==> src/rtl/inverse_zigzag_buffer_pkg.sv <==
// inverse_zigzag_buffer_pkg: block size, zigzag table and default coefficient width shared with the encoder ROM.
package inverse_zigzag_buffer_pkg;
  localparam int BLK = 16;
  localparam int COEF_W_DEF = 16;
  // Entry k (scan index) sits at bits [4k +: 4] and holds the raster position.
  localparam logic [63:0] ZZ_TABLE = {4'd15, 4'd14, 4'd11, 4'd7, 4'd10, 4'd13, 4'd12, 4'd9,
                                      4'd6, 4'd3, 4'd2, 4'd5, 4'd8, 4'd4, 4'd1, 4'd0};
  function automatic logic [3:0] zz_raster(input logic [3:0] k);
    return ZZ_TABLE[{k, 2'b00} +: 4];
  endfunction
endpackage

==> src/rtl/inverse_zigzag_buffer_lut.sv <==
// zigzag_scan_lut: combinational scan-index to raster-position map for a 4x4 block.
module zigzag_scan_lut
  import inverse_zigzag_buffer_pkg::*;
(
  input  logic [3:0] scan_idx,
  output logic [3:0] raster_pos
);
  assign raster_pos = zz_raster(scan_idx);
endmodule

==> src/rtl/inverse_zigzag_buffer.sv <==
// inverse_zigzag_buffer: ping-pong buffer reordering 4x4 scan-order coefficients into raster-order blocks.
module inverse_zigzag_buffer
  import inverse_zigzag_buffer_pkg::*;
#(
  parameter int COEF_W  = COEF_W_DEF,
  parameter int REVERSE = 1
) (
  input  logic                  clk,
  input  logic                  rst_n,
  input  logic [COEF_W-1:0]     in_coef,
  input  logic                  in_valid,
  input  logic                  in_first,
  output logic                  in_ready,
  output logic [BLK*COEF_W-1:0] out_block,
  output logic                  out_valid,
  input  logic                  out_ready,
  output logic                  err_sync
);
  logic [3:0] cnt_q, cnt_d, step, scan_idx, raster_pos;
  logic wr_bank_q, wr_bank_d, rd_bank_q, rd_bank_d, err_sync_q, err_sync_d;
  logic [1:0] full_q, full_d;
  logic xfer, drain, done;
  logic [COEF_W-1:0] mem_q [2][BLK];
  assign in_ready  = !full_q[wr_bank_q];
  assign out_valid = full_q[rd_bank_q];
  assign err_sync  = err_sync_q;
  assign xfer      = in_valid && in_ready;
  assign drain     = out_valid && out_ready;
  // A framing marker restarts the block at step 0 regardless of the counter.
  assign step      = in_first ? 4'd0 : cnt_q;
  assign scan_idx  = (REVERSE != 0) ? 4'd15 - step : step;
  assign done      = xfer && step == 4'd15;
  zigzag_scan_lut u_lut (.scan_idx(scan_idx), .raster_pos(raster_pos));
  always_comb begin
    cnt_d      = xfer ? step + 4'd1 : cnt_q;
    wr_bank_d  = wr_bank_q ^ done;
    rd_bank_d  = rd_bank_q ^ drain;
    err_sync_d = xfer && (in_first ? cnt_q != 4'd0 : cnt_q == 4'd0);
    full_d     = full_q;
    if (drain) full_d[rd_bank_q] = 1'b0;
    if (done) full_d[wr_bank_q] = 1'b1;
  end
  always_ff @(posedge clk or negedge rst_n) begin
    if (!rst_n) begin
      cnt_q      <= 4'd0;
      wr_bank_q  <= 1'b0;
      rd_bank_q  <= 1'b0;
      full_q     <= 2'b00;
      err_sync_q <= 1'b0;
    end else begin
      cnt_q      <= cnt_d;
      wr_bank_q  <= wr_bank_d;
      rd_bank_q  <= rd_bank_d;
      full_q     <= full_d;
      err_sync_q <= err_sync_d;
    end
  end
  always_ff @(posedge clk) begin
    if (xfer) mem_q[wr_bank_q][raster_pos] <= in_coef;
  end
  always_comb begin
    for (int r = 0; r < BLK; r++) out_block[r*COEF_W +: COEF_W] = mem_q[rd_bank_q][r];
  end
endmodule

==> config.mk <==
export PLATFORM = sky130hd
export DESIGN_NAME = inverse_zigzag_buffer
export DESIGN_NICKNAME = d
export VERILOG_FILES = /design/src/rtl/inverse_zigzag_buffer_pkg.sv /design/src/rtl/inverse_zigzag_buffer_lut.sv /design/src/rtl/inverse_zigzag_buffer.sv
export SDC_FILE = /design/constraint.sdc
export NUM_CORES = 1
export LEC_CHECK = 0
export ABC_AREA = 1
export BUFFER_PORTS_ARGS = -buffer_cell sky130_fd_sc_hd__buf_2
export CAP_MARGIN = 20
export CORE_AREA = 5 5 243 245
export DETAILED_ROUTE_END_ITERATION = 8
export DIE_AREA = 0 0 248 250
export GPL_TIMING_DRIVEN = 0
export PLACE_DENSITY = 0.56
export SLEW_MARGIN = 20
export SYNTH_ARGS = -nofsm -noshare
export SYNTH_HDL_FRONTEND = slang
export SYNTH_SLANG_ARGS = --single-unit
==> constraint.sdc <==
create_clock -name clk -period 5.8 [get_ports clk]
set_input_delay 1.16 -clock clk [delete_from_list [all_inputs] [get_ports clk]]
set_output_delay 1.16 -clock clk [all_outputs]
set_load 0.1 [all_outputs]
### Yosys cells after proc, flatten, opt, wreduce, memory -nomap -nowiden

Memory sizes are Yosys's and may differ from the RTL's.
Index checks and enable logic that the tools add are counted.

| storage, ports and cells | value |
|---|---|
| input port bits | 21 |
| bits in writable memories | 512 |
| memories | 1 |
| output and inout bits | 259 |
| register bits after elaboration | 9 |

Memory list:

| memory | words | bits a word | read ports | clocked after Yosys merged registers in | wr ports | RTL line | source |
|---|---|---|---|---|---|---|---|
| mem_q | 2 | 256 | 1 | 0 | 1 | inverse_zigzag_buffer.sv:23 | `logic [COEF_W-1:0] mem_q [2][BLK];` |

| operators by class | value |
|---|---|
| eq/ne operators | 1 |
| bitwise gates (word level) | 6 |
| shifts and indexed selects | 1 |
| reduce and logical (&&, ||, !) cells | 10 |
| $lt $le $gt $ge | 6 |
| mux-type cells | 16 |
| add/sub/neg operators | 2 |

Operator list:

| operator | number |
|---|---|
| 2-to-1 mux 256 bit | 1 |
| demux 16 bit (select 4 bit) | 1 |
| variable part select 64 x 7 -> 4 bit (first input constant) | 1 |
| 2-to-1 mux 16 bit | 1 |
| 2-to-1 mux 1 bit | 8 |
| logical AND 1 bit | 7 |
| greater-or-equal comparator 5 bit (second input constant) | 1 |
| less-than comparator 5 x 1 -> 1 bit (second input constant) | 1 |
| NOT 4 -> 5 bit | 1 |
| adder 4 x 1 -> 4 bit (second input constant) | 1 |
| == test 4 bit (second input constant) | 1 |
| zero test 4 bit | 1 |
| less-than comparator 1 x 2 -> 1 bit (second input constant) | 2 |
| 2-to-1 mux 2 bit | 2 |
| 2-to-1 mux 4 bit | 1 |
| nonzero test 4 bit | 1 |
| subtractor 4 bit (first input constant) | 1 |
| AND 2 bit | 1 |
| demux 1 bit (select 1 bit) | 2 |
| greater-or-equal comparator 1 bit (second input constant) | 2 |
| NOT 2 bit | 1 |
| bitwise OR 2 bit | 1 |
| XOR 1 bit | 2 |
| zero test 1 bit | 1 |

### Logic depth before layout (Yosys ltp)

Gate-level depths: netlist (run 1).

| logic depth | value |
|---|---|
| depth after elaboration | 9 |
| depth in mapped cells | 11 |

### By module

A second synthesis (run 1) with hierarchy kept.

| second synthesis, totals | value |
|---|---|
| cells, all modules | 1,505 |
| area total of the unflattened synthesis | 19,517.5 µm² |

Modules (own cells, without submodules):

| module | area each (µm²) | seq. area each (µm²) | cells each | instances |
|---|---|---|---|---|
| inverse_zigzag_buffer | 19,323.5 | 15,600.0 | 1,472 | 1 |
| zigzag_scan_lut | 193.9 | 0.0 | 33 | 1 |

### Worst setup path before layout (run 1)

Ideal clock, no wire load.

| timing path | value |
|---|---|
| path kind | input port to flip-flop |
| start | input port in_first |
| end | memory mem_q[1][100] in the netlist's numbering (enable) |
| slack | 2.361 ns |
| data required time | 5.412 ns |
| data arrival time | 3.050 ns |
| setup time | 0.388 ns |
| path buffers | 0 |
| stages | 10 |
| cell sequence | nor2_1 > inv_1 > ha_1 > inv_1 > nand3_1 > nand3_1 > nand2_2 > nor2_2 > nand2_1 > nor2_1 |

| on the way | value |
|---|---|
| cells in the longest elaborated chain, start to end | 9 |

Ends and longest elaborated chain:

| item | RTL line | source |
|---|---|---|
| start: declaration | inverse_zigzag_buffer.sv:12 | `input logic in_first,` |
| 2-to-1 mux 4 bit (*) | inverse_zigzag_buffer.sv:30 | `assign step = in_first ? 4'd0 : cnt_q;` |
| subtractor 4 bit (*) | inverse_zigzag_buffer.sv:31 | `assign scan_idx = (REVERSE != 0) ? 4'd15 - step : step;` |
| variable part select 64 x 7 -> 4 bit (*) | inverse_zigzag_buffer_pkg.sv:9 | `return ZZ_TABLE[{k, 2'b00} +: 4];` |
| NOT 4 -> 5 bit (not written as such) (*) | inverse_zigzag_buffer.sv:59 | `if (xfer) mem_q[wr_bank_q][raster_pos] <= in_coef;` |
| greater-or-equal comparator 5 bit (not written as such) / less-than comparator 5 x 1 -> 1 bit (equally long branches) | inverse_zigzag_buffer.sv:59 |  |
| logical AND 1 bit (not written as such) | inverse_zigzag_buffer.sv:59 |  |
| 2-to-1 mux 16 bit (not written as such) | inverse_zigzag_buffer.sv:59 |  |
| demux 16 bit (select 4 bit) (*) | inverse_zigzag_buffer.sv:59 |  |
| 2-to-1 mux 256 bit (not written as such) (*) | inverse_zigzag_buffer.sv:59 |  |
| end: declaration | inverse_zigzag_buffer.sv:23 |  |

Mark *: on every way between the ends. The rest lies on a longest branch, timed or not.

### Final worst setup path (run 1)

| timing path | value |
|---|---|
| start | register rd_bank_q |
| end | output port out_block[187] |

| on the way | value |
|---|---|
| cells in the longest elaborated chain, start to end | 1 |

Ends and longest elaborated chain:

| item | RTL line | source |
|---|---|---|
| start: declaration | inverse_zigzag_buffer.sv:20 | `logic wr_bank_q, wr_bank_d, rd_bank_q, rd_bank_d, err_sync_q, err_sync_d;` |
| start signal: assignment | inverse_zigzag_buffer.sv:53 | `rd_bank_q <= rd_bank_d;` |
| memory (2 x 256 bit) | n/a |  |
| end: declaration | inverse_zigzag_buffer.sv:14 | `output logic [BLK*COEF_W-1:0] out_block,` |

No other way between the ends.

==> out/metrics.cfg, run 1 <==
[status]
outcome = finished clean

[final_layout]
final_cells = 2678
area_growth_pct = 22.3
layout_common_cells = nand2_1 (816), edfxtp_1 (512), buf_2 (291), clkbuf_16 (57), clkbuf_1 (49)
nets = 1893
drive_gt1_share_pct = 23.4
final_common_cell = nand2_1

[synthesis]
yosys_warnings = 0
synthArstFlopShare_pct = 1.73
avgSynthCellArea_um2 = 12.9
synth-main-ff-cell = edfxtp_1
synth-seq-cells = 521
yosysUniqueCellTypes = 25
synth_edf_count = 512
syn_inst = 1520
synthesis.area_mm2 = 0.0196
synth-seq-area-share_pct = 79.6
synth_nets = 1549

[worst_setup_path]
cpMaxStageDelayCell = clkbuf_1
reg2reg_depth = 11
crit_required_ns = 4.64
ff2ff_setup_slack_ns = 2.75
worstPathCellList = buf_2 > clkinv_1 > clkbuf_1 > clkbuf_1 > nand2_1 > nand2_1 > buf_2
cp-startpoint = rd_bank_q
r2r-end = mem_q[1][115]
cp-end-kind = primary output
cp-endpoint = out_block[187]
crit_type = reg2out
arrival_ns = 3.15
worstReg2RegStart = cnt_q[0]
cp-start-kind = flip-flop
worstPathMaxFanout = 10
worst_path_largest_cell_delay_ns = 0.56

[placed_design]
dpl.cell_count = 2572
dp_hpwl_mm = 33.4
gp_congestion = 0.799
io_buffers = 279

[pwr]
power.leakage_uw = 0.00963
ir_drop_uv = 196
power_density_mw_per_mm2 = 370

[sta]
fmaxAchievable_mhz = 232
finalHoldViolCount = 0
setup_viol = 0
rsz0062_at_grt = no
finalCritPeriodShare_pct = 74.3
relSlewSlack_pct = 28.5
finClkSkew_ns = 0.0111
worst_pin_slew_ns = 1.07
drv_slew = 0
finalCriticalPeriod_ns = 4.31
finalSetupTns_ns = 0

[global_route]
grt_pass1_vias = 11800
grt_pass1_wl_mm = 78.5
grt_start_max_net_pins = 33
grt_use_total_pct = 17.2
antenna_found_initial = 1
overflow = 0

[clocking]
clock_latency_ns = 0.59
cts_htree_levels = 2
cts_tree = yes
ctsResizeCount = 0
path_clk_slew_ns = 0.06
cts_root_buf = clkbuf_16
cts_buffers = 55
cts.hold.buffers_added = 0
post_cts_buffers = 0
clk_path_buf_depth = 3
numClockSinks = 521

[detailed_routing]
drc_errors = 0
drtIter0Drc = 800
drt-total-wl_mm = 54.3
num_vias = 12100
wl_per_cell_um = 20.3
detail-route-antenna-nets = 0
viasPerCell = 4.51
drt_pass1_iterations = 5

[floorplan]
die-area_mm2 = 0.0620
dieWidth_um = 248
die_y_um = 250
core-area_mm2 = 0.0569
initial_core_util_pct = 34.4
ios = 280
row_count = 88

[job]
drv_cap = 0

[hold_path]
hp-class = in2async

-- worst min-delay path by stage --
stage	endpoint	slack, ns	from	depth (start not counted)
after CTS	full_q[1]	0.39	rst_n	1
final	cnt_q[1]	0.44	rst_n	1
after global placement	full_q[0]	0.51	full_q[0]	2
after detailed placement	full_q[0]	0.54	full_q[0]	2
after global routing	full_q[1]	0.42	rst_n	1
after floorplan	full_q[0]	0.49	full_q[0]	2
-- logic make-up (layout without fill, tap and decap cells) --
group                      Yosys count  in the layout  share of synthesized area (%)
DFF                                521            521                           79.6
other                                0              4                              0
buffers and inverters               86            475                           1.88
AOI/OAI and AO/OA                   13             13                          0.383
and+or+nand+nor                    892            892                           17.6
adders and majority gates            8              8                          0.511
-- metal layers --
metal,GRT usage [%],vias to the layer above,routed length [µm]
met4,4.61,2,1190
met2,29.2,313,27000
met5,0,-,7
met1,23.2,5892,23500
met3,2.35,78,2550
li1,-,5802,-
-- cell usage after synthesis (2+ instances only) --
| library cell | instances | area share, % |
|---|---|---|
| clkbuf_1 | 45 | 0.86 |
| inv_1 | 19 | 0.36 |
| o21ai_0 | 9 | 0.23 |
| buf_2 | 12 | 0.31 |
| edfxtp_1 | 512 | 78 |
| buf_1 | 3 | 0.057 |
| nand2_1 | 816 | 16 |
| nor2_4 | 4 | 0.23 |
| dfrtp_1 | 9 | 1.1 |
| a21oi_2 | 2 | 0.089 |
| inv_4 | 2 | 0.064 |
| nor2_2 | 5 | 0.16 |
| nor2_1 | 37 | 0.71 |
| nand3_2 | 3 | 0.15 |
| nand3_1 | 18 | 0.46 |
| nand2_2 | 7 | 0.22 |
| buf_4 | 2 | 0.077 |
| ha_1 | 8 | 0.51 |
-- state kept, by name (all words and copies together), names as in the netlist --
register	flops
cnt_q	4
mem_q	512
rd_bank_q	1
full_q	2
err_sync	1
wr_bank_q	1
-- stage by stage --
step	instance area [µm²]	setup slack (ns)	utilization, %	hold WS, ns	total power [µW]
global placement	22000	1.34	38.6	0.515	5420
global route	24000	1.22	42.1	0.417	9150
floorplan	19600	2.36	-	0.494	5130
finish	24000	1.49	42.1	0.439	8860
CTS	24000	1.37	42.1	0.388	8960
detailed placement	22100	1.65	38.9	0.544	5430
-- power by group --
part / leakage [µW] / internal [µW] / switching [µW] / total [µW]
clock network: 0.000894 / 2100 / 1430 / 3530
registers: 0.00473 / 4180 / 9.39 / 4190
logic: 0.00400 / 134 / 1010 / 1150
total: 0.00963 / 6420 / 2450 / 8860
-- final cells by class --
class                           instances  area [µm²]
Inverter                               22        87.6
Tap cell                              765         957
Sequential cell                       521       15600
Buffer                                 64         284
Antenna cell                            4        10.0
Multi-Input combinational cell        913        3710
Fill cell                            5323       32900
Timing Repair Buffer                  287        1490
Clock inverter                         39         382
Clock buffer                           63        1450
-- worst max-delay path: cells and delay by family, from the launching register on --
family | cells | cell delay, ns
buf+inv | 5 | 1.89
flops | 1 | 0.35
simple gates | 2 | 0.30
Power figures use the tool's default switching activity.
==> inputs of run 2 (changes only) <==
PLACE_DENSITY = 0.58   (was 0.56)
clock period = 3.7 ns   (was 5.8 ns; I/O delays follow)
==> out/metrics.cfg, run 2 (synthesis results as in run 1) <==
[floorplan]
dieWidth_um = 248  ; unchanged
row_count = 88  ; unchanged
initial_core_util_pct = 34.4  ; unchanged
die_y_um = 250  ; unchanged
core-area_mm2 = 0.0569  ; unchanged
ios = 280  ; unchanged
die-area_mm2 = 0.0620  ; unchanged

[worst_setup_path]
critPathBufInv = 5  ; unchanged
crit_required_ns = 2.96  ; -1.68 ns
cp-end-kind = primary output
worstReg2RegStart = cnt_q[1]
worst_path_largest_cell_delay_ns = 0.44  ; -0.12 ns
worstPathMaxFanout = 10  ; unchanged
crit_type = reg2out
path_delay_family = buffers and inverters
worstPathCellList = buf_2 > clkinv_1 > clkbuf_2 > clkbuf_1 > nand2_1 > nand2_1 > buf_2
arrival_ns = 2.78  ; -0.37 ns
cp-start-kind = flip-flop
cpMaxStageDelayCell = buf_2
ff2ff_setup_slack_ns = 0.66  ; -2.09 ns
reg2reg_depth = 11  ; unchanged
r2r-end = mem_q[0][241]

[pwr]
swShare_pct = 28.4  ; +0.80 points
comb_power_share_pct = 13.2  ; +0.3 points
ir_drop_uv = 364  ; +86%
power.leakage_uw = 0.00960  ; -0.29%
power.internal_uw = 9840  ; +53%
p_sw_uw = 3910  ; +60%
p_seq_share_pct = 47.8  ; +0.5 points
power_density_mw_per_mm2 = 575  ; +56%
pwr-share-clk_pct = 39.1  ; -0.7 points

[global_route]
met2_usage_pct = 28.5  ; -0.74 points
grt.met1_usage_pct = 23.8  ; +0.61 points
use_met3_pct = 3.29  ; +0.94 points
grt_pass1_wl_mm = 79.2  ; +0.86%
grt_use_total_pct = 17.3  ; +0.15 points
busiest_layer = met2
grt_pass1_vias = 11900  ; +0.38%
antenna_found_initial = 3  ; +2
grt_start_max_net_pins = 33  ; unchanged
overflow = 0  ; unchanged

[clocking]
path_clk_slew_ns = 0.06  ; about the same
clock_latency_ns = 0.60  ; about the same
clk_path_buf_depth = 3  ; unchanged
cts_tree = yes
cts_buffers = 55  ; unchanged
post_cts_buffers = 0  ; unchanged
cts_htree_levels = 2  ; unchanged
numClockSinks = 521  ; unchanged
cts_root_buf = clkbuf_16

[sta]
worst_pin_slew_ns = 1.06  ; -0.0116 ns
drv_slew = 0  ; unchanged
finalHoldViolCount = 0  ; unchanged
relSlewSlack_pct = 29.3  ; +0.77 points
rsz0062_at_grt = no
hold_ws_ns = 0.487  ; +0.0480 ns
fmaxAchievable_mhz = 284
finalCritPeriodShare_pct = 95.2
setup_viol = 0  ; unchanged
finClkSkew_ns = 0.0165  ; +0.00534 ns
finalCriticalPeriod_ns = 3.52

[final_layout]
final_common_cell = nand2_1
layout_common_cells = nand2_1 (816), edfxtp_1 (512), buf_2 (291), clkbuf_16 (56), clkbuf_1 (44)
drive_gt1_share_pct = 23.5  ; +0.16 points
nets = 1892  ; -0.053%
area_growth_pct = 22.0
top_register = mem_q
seqCellArea_mm2 = 0.0156  ; unchanged
multi_input_area_mm2 = 0.00371  ; unchanged
largestRegisters = mem_q: 512 flops, cnt_q: 4 flops, full_q: 2 flops
fin_util_pct = 42.0  ; -0.12 points
largest_reg_flops = 512  ; unchanged
nFillCells = 5296  ; -0.51%

[detailed_routing]
viasPerCell = 4.52  ; +0.25%
drc_errors = 0  ; unchanged
drt-total-wl_mm = 54.9  ; +1.1%
drt_pass1_iterations = 5  ; unchanged
detail-route-antenna-nets = 0  ; unchanged
drtIter0Drc = 812  ; +1.5%
wl_per_cell_um = 20.5  ; +1.2%
num_vias = 12100  ; +0.22%

[hold_path]
hold_end = rd_bank_q
hp-class = in2reg
hp-start = out_ready
worstHoldPathCells = 3

[placed_design]
io_buffers = 279  ; unchanged
dp_hpwl_mm = 33.2  ; -0.39%
gp_congestion = 0.777  ; -2.8%

[status]
outcome = finished clean

[job]
drv_cap = 0  ; unchanged

## run 2: what timing repair did
action,4_1_cts,5_1_grt
endpoints found under the setup margin,198,15
hold buffers,1,0
hold endpoints to repair,9,0
resized for setup,6,8
## run 2: power by group through the flow
stage	clock, µW	sequential [µW]	combinational [µW]
3_3_place_gp	0	6690	1800
6_report	5370	6570	1810
5_1_grt	5740	6570	1890
2_1_floorplan	0	6700	1350
3_5_place_dp	0	6690	1830
4_1_cts	5500	6570	1830
## run 2: cell type report
type / instances / share of cell area, %
diodes: 3 / 0.0314
plain buffers: 64 / 1.24
clock buffers: 67 / 6.03
clock inverters: 36 / 1.35
inverters: 22 / 0.366
multi-input cells: 913 / 15.5
flip-flops and latches: 521 / 65.2
well taps: 765 / 4.00
repair buffers: 286 / 6.20
## run 2: per-layer routing
layer	up-vias	share of wire [%]
li1	5801	-
met1	5930	43
met2	309	49
met3	73	5.6
met4	0	2.2
met5	-	0
## run 2: per-stage QoR
step                      TNS (ns)  std cells  worst slack [ns]  instance area [µm²]  power, µW
after floorplan                  0       1520             0.681                19600       8050
after global placement     -105.25       2564            -0.320                22000       8490
after detailed placement         0       2570            0.0439                22100       8520
after CTS                        0       2674            0.0495                23900      13900
after global routing             0       2674           0.00802                23900      14200
final                            0       2677             0.176                23900      13700
## run 2: how the worst max path moves through the flow
stage	startpoint	cells past startpoint	end	slack (ns)
finish	rd_bank_q	7	out_block[79]	0.18
global route	rd_bank_q	6	out_block[43]	0.008
CTS	rd_bank_q	6	out_block[191]	0.05
detailed placement	in_first	11	mem_q[1][169]	0.04
global placement	in_first	11	mem_q[1][166]	-0.32
floorplan	in_first	10	mem_q[1][100]	0.68
## run 2: worst register-to-register path, cell delays in order (launching register included)
cell	delay [ns]
dfrtp_1	0.32
inv_1	0.06
nor2_1	0.32
inv_1	0.16
ha_1	0.21
inv_1	0.07
nand3_1	0.07
nand2_1	0.07
nand2_1	0.08
nor2_2	0.35
nand2_1	0.19
nor2_2	0.75
